--- config.mk ---
export PLATFORM = sky130hd
export DESIGN_NAME = alu_operand_entry
export DESIGN_NICKNAME = d
export VERILOG_FILES = /design/src/rtl/alu_operand_entry.sv
export SDC_FILE = /design/constraint.sdc
export NUM_CORES = 1
export LEC_CHECK = 0
export ABC_AREA = 0
export BUFFER_PORTS_ARGS = -buffer_cell sky130_fd_sc_hd__clkbuf_2
export CAP_MARGIN = 25
export CORE_MARGIN = 5
export CORE_UTILIZATION = 30
export DETAILED_ROUTE_END_ITERATION = 12
export PLACE_DENSITY = 0.58
export SLEW_MARGIN = 20
export SYNTH_ARGS = -nofsm -noshare
export SYNTH_HDL_FRONTEND = slang
export SYNTH_SLANG_ARGS = --single-unit
--- constraint.sdc ---
create_clock -name clk -period 2.5 [get_ports clk]
set_clock_uncertainty 0.15 [all_clocks]
set_input_delay 0.25 -clock clk [delete_from_list [all_inputs] [get_ports clk]]
set_output_delay 0.25 -clock clk [all_outputs]
set_load 0.005 [all_outputs]
--- src/rtl/alu_operand_entry.sv ---
// alu_operand_entry: debounced switch/button entry of {a,b,op} for the ALU, offered via valid/ready.
// ALU_ENTRY_SYNC2_EN selects a two-flop btn synchronizer instead of a single register.
module alu_operand_entry #(
    parameter int DEB_CYCLES = 16,
    parameter int DEB_W      = 20
) (
    input  logic       clk,
    input  logic       rst,
    input  logic [3:0] sw,
    input  logic [2:0] op_sw,
    input  logic       btn,
    output logic [3:0] a,
    output logic [3:0] b,
    output logic [2:0] op,
    output logic       valid,
    input  logic       ready,
    output logic [1:0] stage,
    output logic [7:0] issued
);
    typedef enum logic [1:0] {GET_A, GET_B, GET_OP, ISSUE} state_t;
    state_t           state_q, state_d;
    logic [3:0]       a_q, a_d, b_q, b_d;
    logic [2:0]       op_q, op_d;
    logic [7:0]       issued_q, issued_d;
    logic             sync_q, sync_d;
    logic             deb_q, deb_d, deb_prev_q, deb_prev_d, press_q, press_d;
    logic [DEB_W-1:0] cnt_q, cnt_d, cnt_inc;
    logic             deb_hit;
`ifdef ALU_ENTRY_SYNC2_EN
    logic meta_q, meta_d;
    assign meta_d = btn;
    always_ff @(posedge clk)
        if (rst) meta_q <= 1'b0;
        else     meta_q <= meta_d;
    assign sync_d = meta_q;
`else
    assign sync_d = btn;
`endif
    always_comb begin
        cnt_inc    = cnt_q + 1'b1;
        deb_hit    = (sync_q != deb_q) && (cnt_inc == DEB_W'(DEB_CYCLES));
        deb_d      = deb_hit ? ~deb_q : deb_q;
        cnt_d      = (sync_q == deb_q || deb_hit) ? '0 : cnt_inc;
        deb_prev_d = deb_q;
        press_d    = deb_q & ~deb_prev_q;
    end
    // Presses outside the capture states fall through untouched, so nothing queues during ISSUE.
    always_comb begin
        state_d  = state_q;
        a_d      = a_q;
        b_d      = b_q;
        op_d     = op_q;
        issued_d = issued_q;
        case (state_q)
            GET_A:   if (press_q) begin a_d = sw; state_d = GET_B; end
            GET_B:   if (press_q) begin b_d = sw; state_d = GET_OP; end
            GET_OP:  if (press_q) begin op_d = op_sw; state_d = ISSUE; end
            ISSUE:   if (ready) begin issued_d = issued_q + 8'd1; state_d = GET_A; end
            default: state_d = GET_A;
        endcase
    end
    always_ff @(posedge clk) begin
        if (rst) begin
            sync_q     <= 1'b0;
            deb_q      <= 1'b0;
            deb_prev_q <= 1'b0;
            press_q    <= 1'b0;
            cnt_q      <= '0;
            state_q    <= GET_A;
            a_q        <= '0;
            b_q        <= '0;
            op_q       <= '0;
            issued_q   <= '0;
        end else begin
            sync_q     <= sync_d;
            deb_q      <= deb_d;
            deb_prev_q <= deb_prev_d;
            press_q    <= press_d;
            cnt_q      <= cnt_d;
            state_q    <= state_d;
            a_q        <= a_d;
            b_q        <= b_d;
            op_q       <= op_d;
            issued_q   <= issued_d;
        end
    end
    assign a      = a_q;
    assign b      = b_q;
    assign op     = op_q;
    assign valid  = (state_q == ISSUE);
    assign stage  = state_q;
    assign issued = issued_q;
endmodule

## Word level (Yosys, flattened, before mapping)

Cells that the tools add are included.

| operators by class | value |
|---|---|
| add/subtract/negate cells | 2 |
| muxes and demuxes | 5 |
| bitwise gates (word level) | 3 |
| eq/ne operators | 10 |
| reductions and logical operators | 9 |

Operators by type and width:

| cell | number |
|---|---|
| 20-bit by 1-bit adder with 20-bit output, second input constant | 1 |
| 20-bit by 5-bit == test with 1-bit output, second input constant | 1 |
| 8-bit by 1-bit adder with 8-bit output, second input constant | 1 |
| 2-bit two-way mux | 4 |
| 2-bit case mux with 4 select lines | 1 |
| 2-bit AND reduction | 4 |
| 2-bit != test, second input constant | 3 |
| 2-bit == test, second input constant | 2 |
| 4-bit AND reduction | 1 |
| 2-bit by 1-bit == test with 1-bit output, second input constant | 1 |
| 2-bit zero test | 1 |
| 2-bit by 1-bit != test with 1-bit output, second input constant | 1 |
| 1-bit inverter | 2 |
| 2-bit OR reduction | 1 |
| 1-bit bitwise AND | 1 |
| 1-bit == test | 1 |
| 1-bit logical AND | 1 |
| 1-bit logical OR | 1 |
| 1-bit != test | 1 |

| word-level totals | value |
|---|---|
| output and inout bits | 22 |
| bits in registers | 45 |
| input port bits | 11 |

## Longest topological paths before layout

| logic depth | value |
|---|---|
| depth after elaboration | 5 |
| mapped depth | 7 |
| depth with buffers taken out | 7 |

## Worst setup path after synthesis

No wires, ideal clock.

| path | value |
|---|---|
| path type | reg2reg |
| start | register cnt_q[0] |
| end | register cnt_q[1] |
| setup slack | 196 ps |
| arrival | 2,025 ps |
| required time | 2,221 ps |
| cell stages (with the launch flop) | 8 |
| library setup time | 129 ps |
| path buffers | 0 |
| path through | dfxtp_1 > ha_1 > nand4_4 > nor4_1 > and3_2 > o2111ai_2 > nor4_4 > nor3b_2 |

| between the ends | value |
|---|---|
| cells in the longest elaborated chain, start to end | 5 |

RTL lines:

| what | RTL line | source |
|---|---|---|
| start, declared | 27 | `logic [DEB_W-1:0] cnt_q, cnt_d, cnt_inc;` |
| start signal, assigned | 79 | `cnt_q <= cnt_d;` |
| 20-bit by 1-bit adder with 20-bit output * | 40 | `cnt_inc = cnt_q + 1'b1;` |
| 20-bit by 5-bit == test with 1-bit output | 41 | `deb_hit = (sync_q != deb_q) && (cnt_inc == DEB_W'(DEB_CYCLES));` |
| 1-bit logical AND | 41 |  |
| 1-bit logical OR | 43 | `cnt_d = (sync_q == deb_q \|\| deb_hit) ? '0 : cnt_inc;` |
| 2-bit OR reduction (no source line) | -- |  |

Every way passes the cells marked *; elsewhere a longest branch is shown, timed or not.
A chain may end at the register's enable or synchronous reset.

## Worst setup path in the final report

| path | value |
|---|---|
| start | register cnt_q[8] |
| end | register cnt_q[0] |

| between the ends | value |
|---|---|
| cells in the longest elaborated chain, start to end | 5 |

RTL lines:

| what | RTL line |
|---|---|
| 20-bit by 1-bit adder with 20-bit output | 40 |
| 20-bit by 5-bit == test with 1-bit output | 41 |
| 1-bit logical AND | 41 |
| 1-bit logical OR | 43 |
| 2-bit OR reduction (no source line) | -- |

Every way passes these cells.

==> flow_metrics.py <==
metrics = {
    "routing": {
        "viasPerCell": 4.63,
        "wire_per_inst_um": 11.7,
        "drt-initial-drc-count": 46,
        "totalWireLength_um": 4560,
        "postRouteAntennaNets": 0,
        "firstDrtPassIters": 4,
        "vias": 1805,
        "drc_errors": 0,
    },
    "synthesis": {
        "synth_edf_count": 0,
        "yosys.area.top_type_share_pct": 41.1,
        "yosysSeqAreaShare_pct": 41.1,
        "yosysTopAreaCell": "dfxtp_1",
        "synthDistinctLibCells": 43,
        "yosysWarnings": 0,
        "synthCells": 251,
        "synth_seq_cells": 45,
        "syn_avg_cell_area_um2": 8.72,
        "synth_area_leaders": "dfxtp_1 41%, xnor2_1 6.0%, nand2_1 4.8%",
        "synth-main-ff-cell": "dfxtp_1",
        "synth_fp_nets": 270,
        "async_flop_share_pct": 0,
        "syn-cell-area_um2": 2190,
    },
    "layout": {
        "diodes": 0,
        "area_growth_pct": 19.4,
        "post_route_cells_drive_above_1_share_pct": 22.0,
        "mostFrequentLayoutCells": "45 x dfxtp_1, 32 x clkbuf_2, 28 x nand2_1",
        "final_area_um2": 2620,
        "layout_commonest_cell": "dfxtp_1",
        "fin_util_pct": 36.4,
        "layout.nets": 310,
    },
    "cts": {
        "cts-root-buf": "clkbuf_8",
        "cts_tree": "built",
        "cts_setup_buffers": 0,
        "cts_made_buffers": 5,
        "clk_pin_slew_ps": 80,
        "numClockSinks": 45,
        "htree_levels": 2,
        "clockBufferDepth": 2,
        "insertion_delay_ps": 290,
    },
    "global_route": {
        "grt_usage_pct": 11.2,
        "grt.overflow.total": 0,
        "grt_max_degree": 23,
        "grt_pass1_wl_um": 8120,
        "first_global_vias": 1722,
        "antenna_found_initial": 0,
    },
    "setup_path": {
        "required_ps": 2520,
        "cp-start-kind": "register",
        "critical_path.endpoint_type": "register",
        "critPathMaxStageDelay_ps": 580,
        "arrival_ps": 2390,
        "crit_chain": "nand4_4 -> or4_4 -> nor2_1 -> mux2_2 -> nor4_4 -> nor3_1",
        "slowest_stage": "or4_4",
        "critical_path_class": "reg2reg",
        "cp_max_fo": 7,
    },
    "floorplan": {
        "die_w_um": 95.4,
        "core_area_um2": 7180,
        "io_pins": 33,
        "start_util_pct": 30.5,
        "die_area_um2": 9110,
        "fp.dieH_um": 95.4,
        "rows": 31,
    },
    "status": {
        "status": "finished, final reports clean",
    },
    "sta": {
        "finalSetupViolations": 0,
        "setup_ws_ps": 137,
        "worst_pin_slew_ps": 510,
        "setup_tns_ps": 0,
        "slew_violations": 0,
        "rsz0062_at_grt": "no",
        "max_freq_mhz": 423,
        "holdWs_ps": 26.7,
        "post-route-period-util_pct": 94.5,
        "slew_headroom_pct": 65.9,
        "final_hold_viol_count": 0,
        "min_period_ps": 2360,
    },
    "placement": {
        "preCtsSetupSlack_ps": 137,
        "dpl_cell_area_um2": 2500,
        "hpwl_um": 3350,
        "io_buffers": 32,
        "place_congestion": 0.861,
    },
    "power": {
        "p_seq_share_pct": 53.4,
        "power.share.clock_pct": 38.7,
        "power_density_nw_per_um2": 527,
        "switchingPower_w": 0.000317,
        "p_leak_nw": 0.968,
        "combinationalPowerShare_pct": 7.9,
        "peakVddDrop_uv": 389,
        "switching_share_pct": 23.0,
        "intPower_w": 0.00106,
    },
    "min_path": {
        "min_path_type": "in2reg",
    },
    "job": {
        "cap_violations": 0,
    },
}
[final cells by class]
class	instances	area [µm²]
Fill cell	747	4560
Multi-Input combinational cell	187	1210
Sequential cell	45	901
Timing Repair Buffer	43	245
Tap cell	99	124
Clock buffer	5	68.8
Clock inverter	2	35.0
Inverter	9	33.8
[registers in the layout (all words and copies together) (netlist names)]
signal,flops
b,4
sync_q,1
stage,2
deb_prev_d,1
issued,8
press_q,1
deb_prev_q,1
a,4
cnt_q,20
op,3
[synth_stat cells, types with 2 or more instances]
library cell and count:
dfxtp_1 45, nand2_1 28, nor2_1 27, nand3_1 19, a21oi_1 16, xnor2_1 15, nor3_1 12, inv_1 9
xor2_1 9, ha_1 8, o21ai_0 7, clkbuf_1 6, mux2i_1 6, nand4_1 4, or3_1 4, buf_4 3
nor4_1 3, a211oi_1 2, a31oi_1 2, and3_1 2, nand4_4 2
[cell families after synthesis]
group | share of synthesized area (%)
xor+xnor | 9.60
fa+ha+maj | 4.57
flops | 41.1
buf+inv | 3.83
simple gates | 28.6
mux | 3.26
compound gates | 9.03
[critical path: cells and delay by family (launching register included)]
kind	cells	cell delay [ps]
flops	1	450
simple gates	5	1280
mux	1	370
[metal layers]
layer,track usage (%),wire length (µm),vias up
li1,-,-,939
met1,15.1,2260,821
met2,16.8,1980,37
met3,3.47,249,8
met4,3.79,72,0
met5,0,0,-
[path summary, 6_finish.rpt]
path,start,to,slack [ps],depth (start not counted)
worst max-delay path,cnt_q[8]$_SDFF_PP0_,cnt_q[0]$_SDFF_PP0_,140,6
worst min-delay path,op_sw[1],op[1]$_SDFFE_PP0P_,30,3
worst max register to register,cnt_q[8]$_SDFF_PP0_,cnt_q[0]$_SDFF_PP0_,140,6
worst min register to register,deb_prev_q$_SDFF_PP0_,press_q$_SDFF_PP0_,240,1
[what timing repair did]
item,CTS,global route
hold buffers,1,0
resized for setup,0,1
endpoints found under the hold margin,1,0
setup endpoints to repair,0,2
[power by group through the flow]
stage          Combinational, W  Sequential [W]  Clock (W)
6_report               0.000109        0.000736   0.000533
5_1_grt                0.000125        0.000738   0.000594
4_1_cts                0.000110        0.000736   0.000556
3_5_place_dp           0.000109        0.000753          0
3_3_place_gp           0.000107        0.000753          0
2_1_floorplan         0.0000728        0.000752          0
[per-stage QoR]
| stage | total power [W] | cells |
|---|---|---|
| 6_report | 0.00138 | 390 |
| 5_1_grt | 0.00146 | 390 |
| 4_1_cts | 0.00140 | 390 |
| 3_5_place_dp | 0.000862 | 382 |
| 3_3_place_gp | 0.000860 | 382 |
| 2_1_floorplan | 0.000825 | 251 |
Note: power is estimated with default switching activity, not from simulation.
